[config.mk]
export PLATFORM = sky130hd
export DESIGN_NAME = digit_scan_decoder_flat
export DESIGN_NICKNAME = d
export VERILOG_FILES = /design/src/rtl/digit_scan_decoder_if.sv /design/src/rtl/digit_scan_decoder.sv /design/src/flat_wrapper.sv
export SDC_FILE = /design/constraint.sdc
export NUM_CORES = 1
export LEC_CHECK = 0
export BUFFER_PORTS_ARGS = -buffer_cell sky130_fd_sc_hd__buf_2
export CORE_UTILIZATION = 40
export DETAILED_ROUTE_END_ITERATION = 8
export PLACE_DENSITY = 0.61
export SLEW_MARGIN = 20
export SYNTH_ARGS = -nofsm -noshare
export SYNTH_HDL_FRONTEND = slang
export SYNTH_SLANG_ARGS = --single-unit
[constraint.sdc]
create_clock -name clk -period 2.4 [get_ports clk]
set_input_delay 0.24 -clock clk [delete_from_list [all_inputs] [get_ports clk]]
set_output_delay 0.24 -clock clk [all_outputs]
set_load 0.02 [all_outputs]
[src/rtl/digit_scan_decoder_if.sv]
// Bundle between the BCD/count registers (master) and the digit scan decoder (slave).
interface digit_scan_decoder_if #(
  parameter int NUM_DIGITS = 4,
  parameter int SEL_WIDTH  = 2
);
  logic                           enable;
  logic                           lz_blank;
  logic [NUM_DIGITS-1:0][3:0]     digit_data;
  logic [NUM_DIGITS-1:0]          dp_in;
  logic [NUM_DIGITS-1:0]          digit_en;
  logic [SEL_WIDTH-1:0]           sel;
  logic [3:0]                     nibble_out;
  logic                           dp_out;
  logic                           blank_out;
  logic                           scan_tick;

  modport master (
    output enable, lz_blank, digit_data, dp_in,
    input  digit_en, sel, nibble_out, dp_out, blank_out, scan_tick
  );

  modport slave (
    input  enable, lz_blank, digit_data, dp_in,
    output digit_en, sel, nibble_out, dp_out, blank_out, scan_tick
  );
endinterface

[src/rtl/digit_scan_decoder.sv]
// Time-multiplexed seven-segment digit scanner: dwell/blank sequencing, per-digit
// nibble/dp capture and leading-zero suppression, all outputs registered.
module digit_scan_decoder #(
  parameter int NUM_DIGITS   = 4,
  parameter int SEL_WIDTH    = 2,
  parameter int DWELL_CYCLES = 50000,
  parameter int BLANK_CYCLES = 16,
  parameter bit ACTIVE_LOW   = 1'b1
) (
  input logic                  clk,
  input logic                  reset,
  digit_scan_decoder_if.slave  bus
);

  localparam int CNT_MAX = (DWELL_CYCLES > BLANK_CYCLES) ? DWELL_CYCLES : BLANK_CYCLES;
  localparam int CW      = (CNT_MAX > 1) ? $clog2(CNT_MAX) : 1;
  localparam logic [CW-1:0]         DWELL_LAST = CW'(DWELL_CYCLES - 1);
  localparam logic [CW-1:0]         BLANK_LAST = (BLANK_CYCLES > 0) ? CW'(BLANK_CYCLES - 1) : '0;
  localparam logic [SEL_WIDTH-1:0]  SEL_LAST   = SEL_WIDTH'(NUM_DIGITS - 1);
  localparam logic [NUM_DIGITS-1:0] EN_OFF     = ACTIVE_LOW ? '1 : '0;

  typedef enum logic {BLANK, DRIVE} state_t;

  state_t                  state_q, state_d;
  logic [CW-1:0]           cnt_q, cnt_d;
  logic [SEL_WIDTH-1:0]    sel_q, sel_d;
  logic [NUM_DIGITS-1:0]   en_q, en_d;
  logic [3:0]              nib_q, nib_d;
  logic                    dp_q, dp_d;
  logic                    blank_q, blank_d;
  logic                    tick_q, tick_d;

  logic                    dwell_done, blank_done, enter_drive;
  logic [NUM_DIGITS-1:0]   zero_from, onehot;

  always_ff @(posedge clk) begin
    if (reset) begin
      state_q <= BLANK;
      cnt_q   <= '0;
      sel_q   <= '0;
      en_q    <= EN_OFF;
      nib_q   <= '0;
      dp_q    <= 1'b0;
      blank_q <= 1'b1;
      tick_q  <= 1'b0;
    end else begin
      state_q <= state_d;
      cnt_q   <= cnt_d;
      sel_q   <= sel_d;
      en_q    <= en_d;
      nib_q   <= nib_d;
      dp_q    <= dp_d;
      blank_q <= blank_d;
      tick_q  <= tick_d;
    end
  end

  // With no blanking gap, BLANK (after reset/disable) lasts a single cycle.
  always_comb begin
    dwell_done  = (cnt_q == DWELL_LAST);
    blank_done  = (BLANK_CYCLES == 0) || (cnt_q == BLANK_LAST);
    enter_drive = bus.enable &&
                  (((state_q == BLANK) && blank_done) ||
                   ((state_q == DRIVE) && dwell_done && (BLANK_CYCLES == 0)));
  end

  always_comb begin
    state_d = state_q;
    cnt_d   = cnt_q + CW'(1);
    sel_d   = sel_q;
    if (!bus.enable) begin
      state_d = BLANK;
      cnt_d   = '0;
    end else begin
      case (state_q)
        BLANK: if (blank_done) begin
          state_d = DRIVE;
          cnt_d   = '0;
        end
        DRIVE: if (dwell_done) begin
          cnt_d   = '0;
          sel_d   = (sel_q == SEL_LAST) ? '0 : sel_q + SEL_WIDTH'(1);
          state_d = (BLANK_CYCLES == 0) ? DRIVE : BLANK;
        end
        default: state_d = BLANK;
      endcase
    end
  end

  // zero_from[i]: digit i and every more-significant digit are zero.
  always_comb begin
    zero_from = '1;
    for (int i = 0; i < NUM_DIGITS; i++)
      for (int j = i; j < NUM_DIGITS; j++)
        if (bus.digit_data[j] != 4'd0) zero_from[i] = 1'b0;
  end

  always_comb begin
    en_d    = en_q;
    nib_d   = nib_q;
    dp_d    = dp_q;
    blank_d = blank_q;
    onehot  = '0;
    tick_d  = bus.enable && (state_q == DRIVE) && dwell_done && (sel_q == SEL_LAST);
    if (!bus.enable) begin
      en_d    = EN_OFF;
      blank_d = 1'b1;
    end else if (enter_drive) begin
      // Suppressed digits keep digit_en asserted so brightness duty stays constant.
      for (int i = 0; i < NUM_DIGITS; i++) begin
        if (sel_d == SEL_WIDTH'(i)) begin
          onehot[i] = 1'b1;
          nib_d     = bus.digit_data[i];
          dp_d      = bus.dp_in[i];
          blank_d   = bus.lz_blank && (i != 0) && zero_from[i];
        end
      end
      en_d = onehot ^ EN_OFF;
    end else if ((state_q == DRIVE) && dwell_done) begin
      en_d    = EN_OFF;
      blank_d = 1'b1;
    end
  end

  assign bus.digit_en   = en_q;
  assign bus.sel        = sel_q;
  assign bus.nibble_out = nib_q;
  assign bus.dp_out     = dp_q;
  assign bus.blank_out  = blank_q;
  assign bus.scan_tick  = tick_q;

endmodule

[src/flat_wrapper.sv]
// flat-port wrapper written by rule: the top's interface ports become plain ports
module digit_scan_decoder_flat 
#(
  parameter int NUM_DIGITS   = 4,
  parameter int SEL_WIDTH    = 2,
  parameter int DWELL_CYCLES = 50000,
  parameter int BLANK_CYCLES = 16,
  parameter bit ACTIVE_LOW   = 1'b1
)
  (clk, reset, bus_enable, bus_lz_blank, bus_digit_data, bus_dp_in, bus_digit_en, bus_sel, bus_nibble_out, bus_dp_out, bus_blank_out, bus_scan_tick);
  digit_scan_decoder_if #(.NUM_DIGITS(NUM_DIGITS), .SEL_WIDTH(SEL_WIDTH)) bus_i ();
  input logic clk;
  input logic reset;
  input wire logic [$bits(bus_i.enable)-1:0] bus_enable;
  input wire logic [$bits(bus_i.lz_blank)-1:0] bus_lz_blank;
  input wire logic [$bits(bus_i.digit_data)-1:0] bus_digit_data;
  input wire logic [$bits(bus_i.dp_in)-1:0] bus_dp_in;
  output wire logic [$bits(bus_i.digit_en)-1:0] bus_digit_en;
  output wire logic [$bits(bus_i.sel)-1:0] bus_sel;
  output wire logic [$bits(bus_i.nibble_out)-1:0] bus_nibble_out;
  output wire logic [$bits(bus_i.dp_out)-1:0] bus_dp_out;
  output wire logic [$bits(bus_i.blank_out)-1:0] bus_blank_out;
  output wire logic [$bits(bus_i.scan_tick)-1:0] bus_scan_tick;
  assign bus_i.enable = bus_enable;
  assign bus_i.lz_blank = bus_lz_blank;
  assign bus_i.digit_data = bus_digit_data;
  assign bus_i.dp_in = bus_dp_in;
  assign bus_digit_en = bus_i.digit_en;
  assign bus_sel = bus_i.sel;
  assign bus_nibble_out = bus_i.nibble_out;
  assign bus_dp_out = bus_i.dp_out;
  assign bus_blank_out = bus_i.blank_out;
  assign bus_scan_tick = bus_i.scan_tick;
  digit_scan_decoder #(.NUM_DIGITS(NUM_DIGITS), .SEL_WIDTH(SEL_WIDTH), .DWELL_CYCLES(DWELL_CYCLES), .BLANK_CYCLES(BLANK_CYCLES), .ACTIVE_LOW(ACTIVE_LOW)) u_core (.clk(clk), .reset(reset), .bus(bus_i));
endmodule
After elaboration in Yosys (flattened, before gate mapping)
Cells that the tools add are included.
W data, S select, Z words.
{"block": "word_totals", "reg_bits": 30, "inputBits": 24, "out_inout_bits": 13, "elab_cells": 82}
{"block": "op_classes", "addsub": 2, "n_eq_ne": 7, "mux": 44, "n_bitwise": 3, "n_reduce_logical": 18}
{"cell": "$mux W16", "count": 2}
{"cell": "$pmux W16 S2", "count": 1}
{"cell": "$mux W1", "count": 30}
{"cell": "$mux W4", "count": 6}
{"cell": "$add A16 B1 Y16 const B", "count": 1}
{"cell": "$eq A16 B16 Y1 const B", "count": 1}
{"cell": "$eq A16 B4 Y1 const B", "count": 1}
{"cell": "$reduce_bool A4 Y1", "count": 4}
{"cell": "$logic_and A1 B1 Y1", "count": 9}
{"cell": "$mux W2", "count": 4}
{"cell": "$eq A2 B2 Y1 const B", "count": 3}
{"cell": "$ne A5 B5 Y1 const B", "count": 1}
{"cell": "$not A4 Y4", "count": 1}
{"cell": "$reduce_and A3 Y1", "count": 1}
{"cell": "$add A2 B1 Y2 const B", "count": 1}
{"cell": "$eq A2 B1 Y1 const B", "count": 1}
{"cell": "$logic_not A2 Y1", "count": 1}
{"cell": "$not A1 Y1", "count": 2}
{"cell": "$pmux W1 S2", "count": 1}
{"cell": "$reduce_and A2 Y1", "count": 1}
{"cell": "$reduce_bool A2 Y1", "count": 1}
{"cell": "$reduce_or A2 Y1", "count": 1}

Depth between registers and ports, before layout
{"block": "logic_depth", "ltp_word": 11, "depth_mapped": 10, "mapped_depth_nobuf": 7}

Worst setup path before layout
No wires, ideal clock.
{"block": "synth_timing", "path_type": "flip-flop to flip-flop", "start": "register u_core.cnt_q[0]", "end": "register u_core.en_q[1], in the netlist u_core.bus.digit_en[1]", "setup_time_ps": 124, "t_arrival_ps": 1882, "required_time_ps": 2276, "path_slack_ps": 393, "stages_incl_launch_ff": 9, "path_buffers": 1, "period_less_slack_ps": 2007, "path_cell_list": "dfxtp_1 > ha_1 > and3_1 > buf_2 > nand4_4 > or4_4 > and2_4 > o32ai_2 > nand2_1"}
{"block": "synth_via", "elab_chain_cells": 10}
{"element": "start: declaration", "line_no": "digit_scan_decoder.sv:25", "rtl": "logic [CW-1:0] cnt_q, cnt_d;"}
{"element": "start signal: assignment", "line_no": "digit_scan_decoder.sv:48", "rtl": "cnt_q <= cnt_d;"}
{"element": "$eq A16 B16 Y1", "line_no": "digit_scan_decoder.sv:60", "rtl": "dwell_done = (cnt_q == DWELL_LAST);"}
{"element": "$mux W2", "line_no": "digit_scan_decoder.sv:80", "rtl": "DRIVE: if (dwell_done) begin"}
{"element": "$mux W2", "line_no": "digit_scan_decoder.sv:75", "rtl": "case (state_q)"}
{"element": "$mux W2", "line_no": "digit_scan_decoder.sv:71", "rtl": "if (!bus.enable) begin"}
{"element": "$eq A2 B1 Y1", "line_no": "digit_scan_decoder.sv:111", "rtl": "if (sel_d == SEL_WIDTH'(i)) begin"}
{"element": "$mux W1", "line_no": "digit_scan_decoder.sv:111"}
{"element": "$mux W1", "line_no": "digit_scan_decoder.sv:108", "rtl": "end else if (enter_drive) begin"}
{"element": "$mux W1", "line_no": "digit_scan_decoder.sv:105", "rtl": "if (!bus.enable) begin"}
{"element": "$not A4 Y4 (no source line)"}
{"element": "$mux W4", "line_no": "digit_scan_decoder.sv:108"}
{"element": "end signal: assignment", "line_no": "digit_scan_decoder.sv:50", "rtl": "en_q <= en_d;"}
{"element": "end: declaration", "line_no": "digit_scan_decoder.sv:27", "rtl": "logic [NUM_DIGITS-1:0] en_q, en_d;"}
Several ways; a longest one is shown, not always the timed one. The select of a mux whose other input is x is not followed.
A chain may end at the register's enable or synchronous reset.

Worst setup path in the final report
{"block": "layout_timing", "start": "register u_core.cnt_q[0]", "end": "register u_core.blank_q, in the netlist u_core.bus.blank_out"}
{"block": "layout_via", "elab_chain_cells": 9}
{"element": "$eq A16 B16 Y1", "line_no": "digit_scan_decoder.sv:60"}
{"element": "$mux W2", "line_no": "digit_scan_decoder.sv:80"}
{"element": "$mux W2", "line_no": "digit_scan_decoder.sv:75"}
{"element": "$mux W2", "line_no": "digit_scan_decoder.sv:71"}
{"element": "$eq A2 B1 Y1", "line_no": "digit_scan_decoder.sv:111"}
{"element": "$mux W1 (3 in series)", "line_no": "digit_scan_decoder.sv:111"}
{"element": "$mux W1", "line_no": "digit_scan_decoder.sv:108"}
{"element": "end signal: assignment", "line_no": "digit_scan_decoder.sv:53", "rtl": "blank_q <= blank_d;"}
{"element": "end: declaration", "line_no": "digit_scan_decoder.sv:30", "rtl": "logic blank_q, blank_d;"}
Several ways; a longest one is shown, not always the timed one.

==> impl_metrics.py <==
metrics = {
    "status": {
        "status": "complete, no violations",
    },
    "clock_tree": {
        "clk-insertion-delay-late_ns": 0.29,
        "ctsHoldBuffers": 0,
        "cts_buffer_depth": 2,
        "postCtsSetupBuffers": 0,
        "clk_pin_slew_ns": 0.07,
        "cts_buffers": 5,
        "clock-sinks": 30,
        "cts-htree-levels": 2,
        "root_buffer": "clkbuf_8",
        "post_cts_resized": 0,
        "cts_tree": "done",
    },
    "power": {
        "ir_drop_v": 0.000426,
        "p_leak_nw": 0.711,
        "p_per_area_nw_per_um2": 493,
        "power_w": 0.000945,
    },
    "global_route": {
        "grt_pass1_wl_um": 6730,
        "grt_pass1_vias": 1439,
        "overflow": 0,
        "grt_start_max_net_pins": 17,
        "grt.total_usage": 0.212,
        "antenna_found_initial": 0,
    },
    "die": {
        "die_area_um2": 4230,
        "core_area_um2": 3740,
        "die_h_um": 65.0,
        "num_rows": 22,
        "start_util": 0.424,
        "die_w_um": 65.0,
        "ioPinCount": 37,
    },
    "layout": {
        "final_common_cell": "buf_2",
        "area_growth_pct": 20.7,
        "fillers": 383,
        "fin_area_um2": 1920,
        "drive_gt1_frac": 0.278,
        "final_nets": 250,
        "antenna_cells": 0,
        "most-common-layout-cells": "buf_2, nor2_1, dfxtp_1, nand2_1, nand3_1",
    },
    "setup_path": {
        "start_kind": "flip-flop",
        "critPathRequiredTime_ns": 2.62,
        "path_buf_inv": 0,
        "crit_family": "simple AND/OR/NAND/NOR gates",
        "critPathCaptureType": "flip-flop",
        "crit_fanout": 11,
        "arrival_ns": 2.45,
        "worstSetupPathType": "reg -> reg",
        "cpMaxStageDelayCell": "nor4_1",
        "path_cells": "ha_1 > and3_1 > and4_2 > nand2_1 > nor4_1 > a21o_1",
        "critical_path.max_stage_delay_ns": 0.51,
    },
    "timing": {
        "hold_viol_final": 0,
        "period_share": 0.929,
        "clock_skew_ns": 0.0110,
        "tightest_slew_ns": 0.478,
        "slew_headroom": 0.678,
        "rsz0062_at_grt": "false",
        "drv_slew": 0,
        "min_period_ns": 2.23,
        "fin_tns_setup_ns": 0,
        "fmax_mhz": 448,
        "setup_viol": 0,
    },
    "synth": {
        "synthCells": 185,
        "synth_seq_area_share": 0.378,
        "ys.warnings.count": 0,
        "syn_nets": 211,
        "yosysUniqueCellTypes": 51,
        "ys_ff_latch": 30,
        "synth_flop_cell": "dfxtp_1",
        "syn-cell-area_um2": 1590,
        "postSynth.asyncResetShare": 0,
        "syn_avg_cell_area_um2": 8.58,
        "synth_edf_count": 0,
    },
    "routing": {
        "avgRoutedWirePerCell_um": 14.0,
        "viasPerCell": 5.33,
        "vias": 1445,
        "post-route-drc-count": 0,
        "drtIter0Drc": 66,
        "ant_nets": 0,
        "dr.pass1.iters": 4,
        "wl_um": 3800,
    },
    "place": {
        "placed_cell_area_um2": 1820,
        "dp_hpwl_um": 2890,
        "numPortBuffers": 36,
        "place_congestion": 0.816,
    },
    "job": {
        "maxCapViolCount": 0,
    },
    "hold_path": {
        "holdCritPathClass": "in -> reg",
    },
}
## state kept, by name (all words and copies together) (netlist names)
register / flops
u_core.cnt_q: 16
u_core.bus.scan_tick: 1
u_core.bus.nibble_out: 4
u_core.bus.digit_en: 4
u_core.bus.sel: 2
u_core.bus.dp_out: 1
u_core.state_q: 1
u_core.bus.blank_out: 1
## synthesized netlist by cell type, types with 2 or more instances
cell / number / area, µm²
ha_1: 2 / 25.0
a21oi_1: 5 / 25.0
clkbuf_1: 3 / 11.3
xor2_1: 8 / 70.1
nand3b_1: 2 / 15.0
and2_1: 2 / 12.5
o21ai_0: 4 / 20.0
nand3_1: 12 / 60.1
nand4_1: 3 / 18.8
and3_1: 6 / 37.5
buf_2: 3 / 15.0
o221ai_1: 2 / 17.5
o22ai_1: 3 / 18.8
nor2_1: 33 / 124
xnor2_1: 6 / 52.6
a211oi_1: 2 / 15.0
nand2_1: 15 / 56.3
nor4_1: 2 / 12.5
mux2i_1: 5 / 50.1
o21ai_1: 2 / 10.0
inv_1: 4 / 15.0
dfxtp_1: 30 / 601
nand2_2: 2 / 12.5
nor3_1: 2 / 10.0
## through the flow
step / hold WS, ns / setup WS [ns] / instances / utilization
global route: 0.268 / 0.0104 / 271 / 0.512
detailed placement: 0.465 / 0.123 / 265 / 0.485
finish: 0.266 / 0.170 / 271 / 0.512
floorplan: 0.430 / 0.393 / 185 / -
global placement: 0.445 / 0.189 / 265 / 0.485
CTS: 0.256 / 0.111 / 271 / 0.507
## worst paths after layout
kind	from	endpoint	slack, ns	cells past startpoint
setup / recovery	u_core.cnt_q[0]$_SDFF_PP0_	u_core.bus.blank_out$_SDFFE_PP1P_	0.17	6
hold / removal	reset	u_core.bus.sel[0]$_SDFF_PP0_	0.27	2
setup reg to reg	u_core.cnt_q[0]$_SDFF_PP0_	u_core.bus.blank_out$_SDFFE_PP1P_	0.17	6
hold reg to reg	u_core.bus.digit_en[2]$_SDFFE_PP1P_	u_core.bus.digit_en[2]$_SDFFE_PP1P_	0.48	2
## logic make-up (layout without fill, tap and decap cells)
family / after synthesis / in the layout / synth area share
AND/OR/NAND/NOR: 91 / 91 / 0.314
multiplexers: 5 / 5 / 0.0315
buffers and inverters: 10 / 48 / 0.0260
AO/OA/AOI/OAI: 33 / 33 / 0.157
XOR/XNOR: 14 / 14 / 0.0772
adder cells (fa/ha/maj): 2 / 2 / 0.0158
flip-flops: 30 / 30 / 0.378
## cell type report
cell class	instances	area (µm²)	share of cell area
multi-input cells	145	963	0.503
flip-flops and latches	30	601	0.313
repair buffers	38	195	0.102
clock buffers	6	82.6	0.0431
well taps	48	60.1	0.0313
inverters	4	15.0	0.00783
## power breakdown
part           internal (W)  switching [W]
Clock              0.000221       0.000179
Combinational     0.0000216      0.0000227
Sequential         0.000500     0.00000149
Total              0.000742       0.000203
## layer usage
metal / vias to the layer above / part of all wire / track usage
met5: - / 0 / 0
met4: 0 / 0.021 / 0.100
met3: 8 / 0.051 / 0.0563
met2: 40 / 0.44 / 0.313
met1: 660 / 0.49 / 0.284
li1: 737 / - / -
No activity file was read; power rests on OpenSTA's default activity.
